===== src/rtl/gpio_arbiter.sv =====
// Round-robin owner of one shared GPIO tri-state bus. Every ownership change
// passes through an all-tristate gap so two masters never drive back to back.

module gpio_arbiter_lane #(
  parameter int W = 16
) (
  input  logic         aclk,
  input  logic         aresetn,
  input  logic         sel,
  input  logic [W-1:0] pin,
  output logic [W-1:0] q
);
  always_ff @(posedge aclk or negedge aresetn) begin
    if (!aresetn) q <= '0;
    else          q <= sel ? pin : '0;
  end
endmodule

module gpio_arbiter #(
  parameter int GPIO_WIDTH = 16,
  parameter int NUM_REQ    = 4,
  parameter int TURNAROUND = 1
) (
  input  logic                             aclk,
  input  logic                             aresetn,
  input  logic [NUM_REQ-1:0]               req,
  output logic [NUM_REQ-1:0]               gnt,
  output logic [$clog2(NUM_REQ)-1:0]       owner_id,
  output logic                             busy,
  input  logic [NUM_REQ*GPIO_WIDTH-1:0]    req_t,
  input  logic [NUM_REQ*GPIO_WIDTH-1:0]    req_o,
  output logic [NUM_REQ*GPIO_WIDTH-1:0]    req_i,
  output logic [GPIO_WIDTH-1:0]            gpio_t,
  output logic [GPIO_WIDTH-1:0]            gpio_o,
  input  logic [GPIO_WIDTH-1:0]            gpio_i
);
  localparam int IDW = $clog2(NUM_REQ);
  localparam logic [1:0] IDLE  = 2'd0;
  localparam logic [1:0] GRANT = 2'd1;
  localparam logic [1:0] TURN  = 2'd2;

  logic [1:0]     state;
  logic [IDW-1:0] last;
  logic [3:0]     cnt;
  logic [IDW-1:0] pick, scan;
  logic           pick_vld;
  logic           drive;

  logic [NUM_REQ-1:0][GPIO_WIDTH-1:0] t_arr, o_arr, i_arr;
  assign t_arr = req_t;
  assign o_arr = req_o;
  assign req_i = i_arr;

  assign drive = (state == GRANT) && req[owner_id];

  // Scan from last+1 upward with wrap; descending loop so the nearest hit wins.
  always_comb begin
    pick_vld = 1'b0;
    pick     = '0;
    scan     = '0;
    for (int i = NUM_REQ - 1; i >= 0; i--) begin
      scan = IDW'((int'(last) + 1 + i) % NUM_REQ);
      if (req[scan]) begin
        pick_vld = 1'b1;
        pick     = scan;
      end
    end
  end

  always_ff @(posedge aclk or negedge aresetn) begin
    if (!aresetn) begin
      state    <= IDLE;
      gnt      <= '0;
      owner_id <= '0;
      busy     <= 1'b0;
      last     <= IDW'(NUM_REQ - 1);
      cnt      <= '0;
    end else begin
      case (state)
        GRANT: begin
          if (!req[owner_id]) begin
            gnt <= '0;
            if (TURNAROUND == 0) begin
              state <= IDLE;
              busy  <= 1'b0;
            end else begin
              state <= TURN;
              // Counts down to zero, then arbitrates on the following edge:
              // the new grant lands TURNAROUND+1 edges after release.
              cnt   <= 4'(TURNAROUND);
            end
          end
        end
        TURN: begin
          if (cnt != 4'd0) begin
            cnt <= cnt - 4'd1;
          end else if (pick_vld) begin
            state    <= GRANT;
            gnt      <= NUM_REQ'(1) << pick;
            owner_id <= pick;
            last     <= pick;
          end else begin
            state <= IDLE;
            busy  <= 1'b0;
          end
        end
        default: begin
          if (pick_vld) begin
            state    <= GRANT;
            gnt      <= NUM_REQ'(1) << pick;
            owner_id <= pick;
            last     <= pick;
            busy     <= 1'b1;
          end
        end
      endcase
    end
  end

  // Pins are only driven on edges where the owner still holds its request.
  always_ff @(posedge aclk or negedge aresetn) begin
    if (!aresetn) begin
      gpio_t <= '1;
      gpio_o <= '0;
    end else if (drive) begin
      gpio_t <= t_arr[owner_id];
      gpio_o <= o_arr[owner_id];
    end else begin
      gpio_t <= '1;
      gpio_o <= '0;
    end
  end

  for (genvar k = 0; k < NUM_REQ; k++) begin : g_lane
    gpio_arbiter_lane #(.W(GPIO_WIDTH)) u_lane (
      .aclk    (aclk),
      .aresetn (aresetn),
      .sel     (drive && (owner_id == IDW'(k))),
      .pin     (gpio_i),
      .q       (i_arr[k])
    );
  end

endmodule


===== config.mk =====
export PLATFORM = sky130hd
export DESIGN_NAME = gpio_arbiter
export DESIGN_NICKNAME = d
export VERILOG_FILES = /design/src/rtl/gpio_arbiter.sv
export SDC_FILE = /design/constraint.sdc
export NUM_CORES = 1
export LEC_CHECK = 0
export CORE_ASPECT_RATIO = 1.75
export CORE_MARGIN = 5
export CORE_UTILIZATION = 42
export CTS_CLUSTER_DIAMETER = 150
export DETAILED_ROUTE_END_ITERATION = 8
export PLACE_DENSITY = 0.85
export SYNTH_ARGS = -nofsm -noshare
export SYNTH_HDL_FRONTEND = slang
export SYNTH_SLANG_ARGS = --single-unit

===== constraint.sdc =====
create_clock -name aclk -period 3.1 [get_ports aclk]
set_clock_uncertainty 0.2 [all_clocks]
set_input_delay 0.775 -clock aclk [delete_from_list [all_inputs] [get_ports aclk]]
set_output_delay 0.775 -clock aclk [all_outputs]
set_load 0.02 [all_outputs]

==> run summary <==
fin util = 69.6%
worst path cell trace = clkdlybuf4s50_1
Vias/cell = 5.06
Root Driver = clkbuf_16
worst setup margin = 0.483 ns
DR WL/cell = 20.0 um
cell taking the most area after synthesis = dfrtp_1
I/O Buffers = 252
Simple-Gate Fraction of Synth Area = 16.8%
slowest cell delay on critical path = 0.69 ns
DRC = 0
Die ar. = 13600 sq um
Max Freq = 0.382 GHz
top cells by area, synth = dfrtp_1 (49%), mux4_2 (16%), and2_1 (11%)
Filler Cell Count = 814
Mapped Area = 4730 sq um
Worst Reg-to-Reg Cells = 5
PwrDens = 778 nW/um^2
leakage power = 3.30 nW
crit end category = output port
synth cell count leaders = dfrtp_1 (93), and2_1 (80), mux4_2 (33), dfstp_2 (18), or2_2 (17)
antenna violations before repair = 1
warnings from Yosys = 0
clock transition at the registers of the reported paths = 0.07 ns
Worst setup endpoint = owner_id[0]
Antenna Nets Post-Route = 0
setup TNS = 0 ns
Most used DFF post-synth = dfrtp_1
final setup vio count = 0
nets@finish = 737
synthesized area per cell = 14.3 sq um
HP Class = in -> async
Post-CTS Resized = 0
Crit path buffers/inverters = 1
DP Worst Slack = 0.260 ns
CTS tree = yes
Rel. slew slack = 41.7%
Initial DRC Count = 101
Critical Path RT = 2.12 ns
H-tree Lvls = 3
startpoint types = flip-flop
num rows = 51
placed cell areas = 7430 sq um
final hold viol count = 0
post-synthesis compound-gate area fraction = 4.23%
Max Buffers Root-to-Sink = 2
Yosys cell types = 43
post-layout min period = 2.62 ns
critical path class = reg -> out
first-pass GRT wire length = 21800 um
post-synthesis mux area share = 17.3%
Slew Limit Fails = 0
Worst-Margin Slew = 0.871 ns
max_cap viols = 0
Die W = 90.3 um
DRT Pass-1 Iters = 4
CP startpoint = owner_id[0]
area of the multi-input gates = 1850 sq um
largest net degree at the start of global routing = 69
syn_nets = 482
sequential share of the synthesized area = 59.2%
Crit path max-delay family = buffers and inverters
die height = 150 um
FF-to-FF Start = owner_id[1]
post-synthesis cell count = 330
I/O pins = 253
Initial Util = 42.6%
Worst R2R End = gnt[2]
vias in the first global route = 4000
XOR/XNOR share of the synthesized area = 0%
#FFs+latches synth = 111
Sink Count = 111
RSZ-0062 raised after global routing = no
CTS Buf Count = 9
EDFF count, synth = 0
outcome = finished clean
Post-Layout Inst Area = 7720 sq um
Slowest cell on crit path = clkdlybuf4s50_1
CP max FO = 14
routed wire length = 14400 um
most common cell in the netlist = dfrtp_1
gp weighted congestion = 0.875
Remaining Overflow, GRT = 0
final total power = 6.01 mW
area delta synth->final = 63.2%
Hold Buf Count CTS = 0
CP Data Arrival Time = 1.64 ns
floorplan core area = 11100 sq um
async set-reset flop share out of synthesis = 100%
register area = 2800 sq um
top cell type's share of synthesized area = 49.2%
Skew-Pair Late Insertion Delay = 0.33 ns
Worst VDD drop = 597 uV
Post-CTS Setup Repair Bufs = 0
share of layout cells above drive strength 1 = 17.6%
final period utilization = 84.4%
reg-to-reg setup timing slack = 0.80 ns
total track usage = 20.9%
HPWL after DPL = 11900 um
largest family of logic cells by synthesized area = multiplexers
DR vias = 3654
n_diodes = 0
Worst path depth = 1
post-synthesis adder-cell area fraction = 0.529%
==> how the worst min path moves through the flow <==
stage,start,endpoint,slack (ns),cells after the start
global route,aresetn,g_lane[3].u_lane.q[1],0.27,1
detailed placement,gnt[3],gnt[3],0.31,1
global placement,gnt[1],gnt[1],0.30,1
floorplan,aresetn,busy,0.28,0
CTS,aresetn,g_lane[3].u_lane.q[1],0.24,1
finish,aresetn,g_lane[3].u_lane.q[1],0.23,1
==> metal layers <==
layer | wire [um] | vias to the layer above | track usage, % | part of all wire, %
met2 | 8410 | 150 | 39.6 | 58
met5 | 0 | - | 0 | 0
met3 | 831 | 31 | 4.80 | 5.8
li1 | - | 1658 | - | -
met1 | 4660 | 1815 | 21.4 | 32
met4 | 516 | 0 | 9.69 | 3.6
==> power breakdown <==
| part | total, mW | leakage (nW) | switching, mW | internal, mW |
|---|---|---|---|---|
| clock | 1.13 | 0.148 | 0.498 | 0.633 |
| combinational | 2.79 | 1.70 | 1.31 | 1.48 |
| sequential | 2.09 | 1.45 | 0.207 | 1.88 |
| total | 6.01 | 3.30 | 2.02 | 3.99 |
==> kinds of logic (layout without fill, tap and decap cells) <==
kind of cell	Yosys count	in the layout
buf+inv	21	281
compound gates	28	28
flops	111	111
simple gates	128	128
fa+ha+maj	2	2
mux	40	40
==> placed cells by master (no fill, tap or decap), types with 2 or more instances in the layout <==
cell type,Yosys,final
mux2_2,2,2
clkdlybuf4s50_1,0,251
a21oi_1,4,4
nor2_1,4,4
ha_1,2,2
mux2i_1,4,4
mux4_2,33,33
a21o_1,2,2
inv_1,4,4
dfrtp_1,93,92
nor3b_2,2,3
or2_2,17,17
dfstp_2,18,18
nand3_1,2,2
nand2b_1,7,7
o41ai_1,3,3
and2_1,80,80
inv_6,0,3
nor2b_1,3,3
clkinv_2,0,2
nand2_1,4,4
buf_4,1,8
clkbuf_16,0,9
o21ai_0,7,7
nor3_1,3,2
==> state kept, by name (all words and copies together), names as in the netlist <==
signal / flops
owner_id: 2
state: 2
gpio_o: 16
g_lane.u_lane.q: 64
busy: 1
cnt: 4
gnt: 4
gpio_t: 16
last: 2
==> layout make-up <==
| class | instances | share of cell area [%] |
|---|---|---|
| clock buffers | 10 | 2.96 |
| clock inverters | 6 | 0.858 |
| inverters | 5 | 0.243 |
| multi-input cells | 198 | 24.0 |
| flip-flops and latches | 111 | 36.3 |
| well taps | 132 | 2.14 |
| repair buffers | 260 | 33.6 |
==> per-stage QoR <==
stage          instances  hold slack, ns
3_3_place_gp         706           0.296
3_5_place_dp         706           0.307
6_report             722           0.229
2_1_floorplan        330           0.279
4_1_cts              722           0.244
5_1_grt              722           0.268
Power figures use the tool's default switching activity.
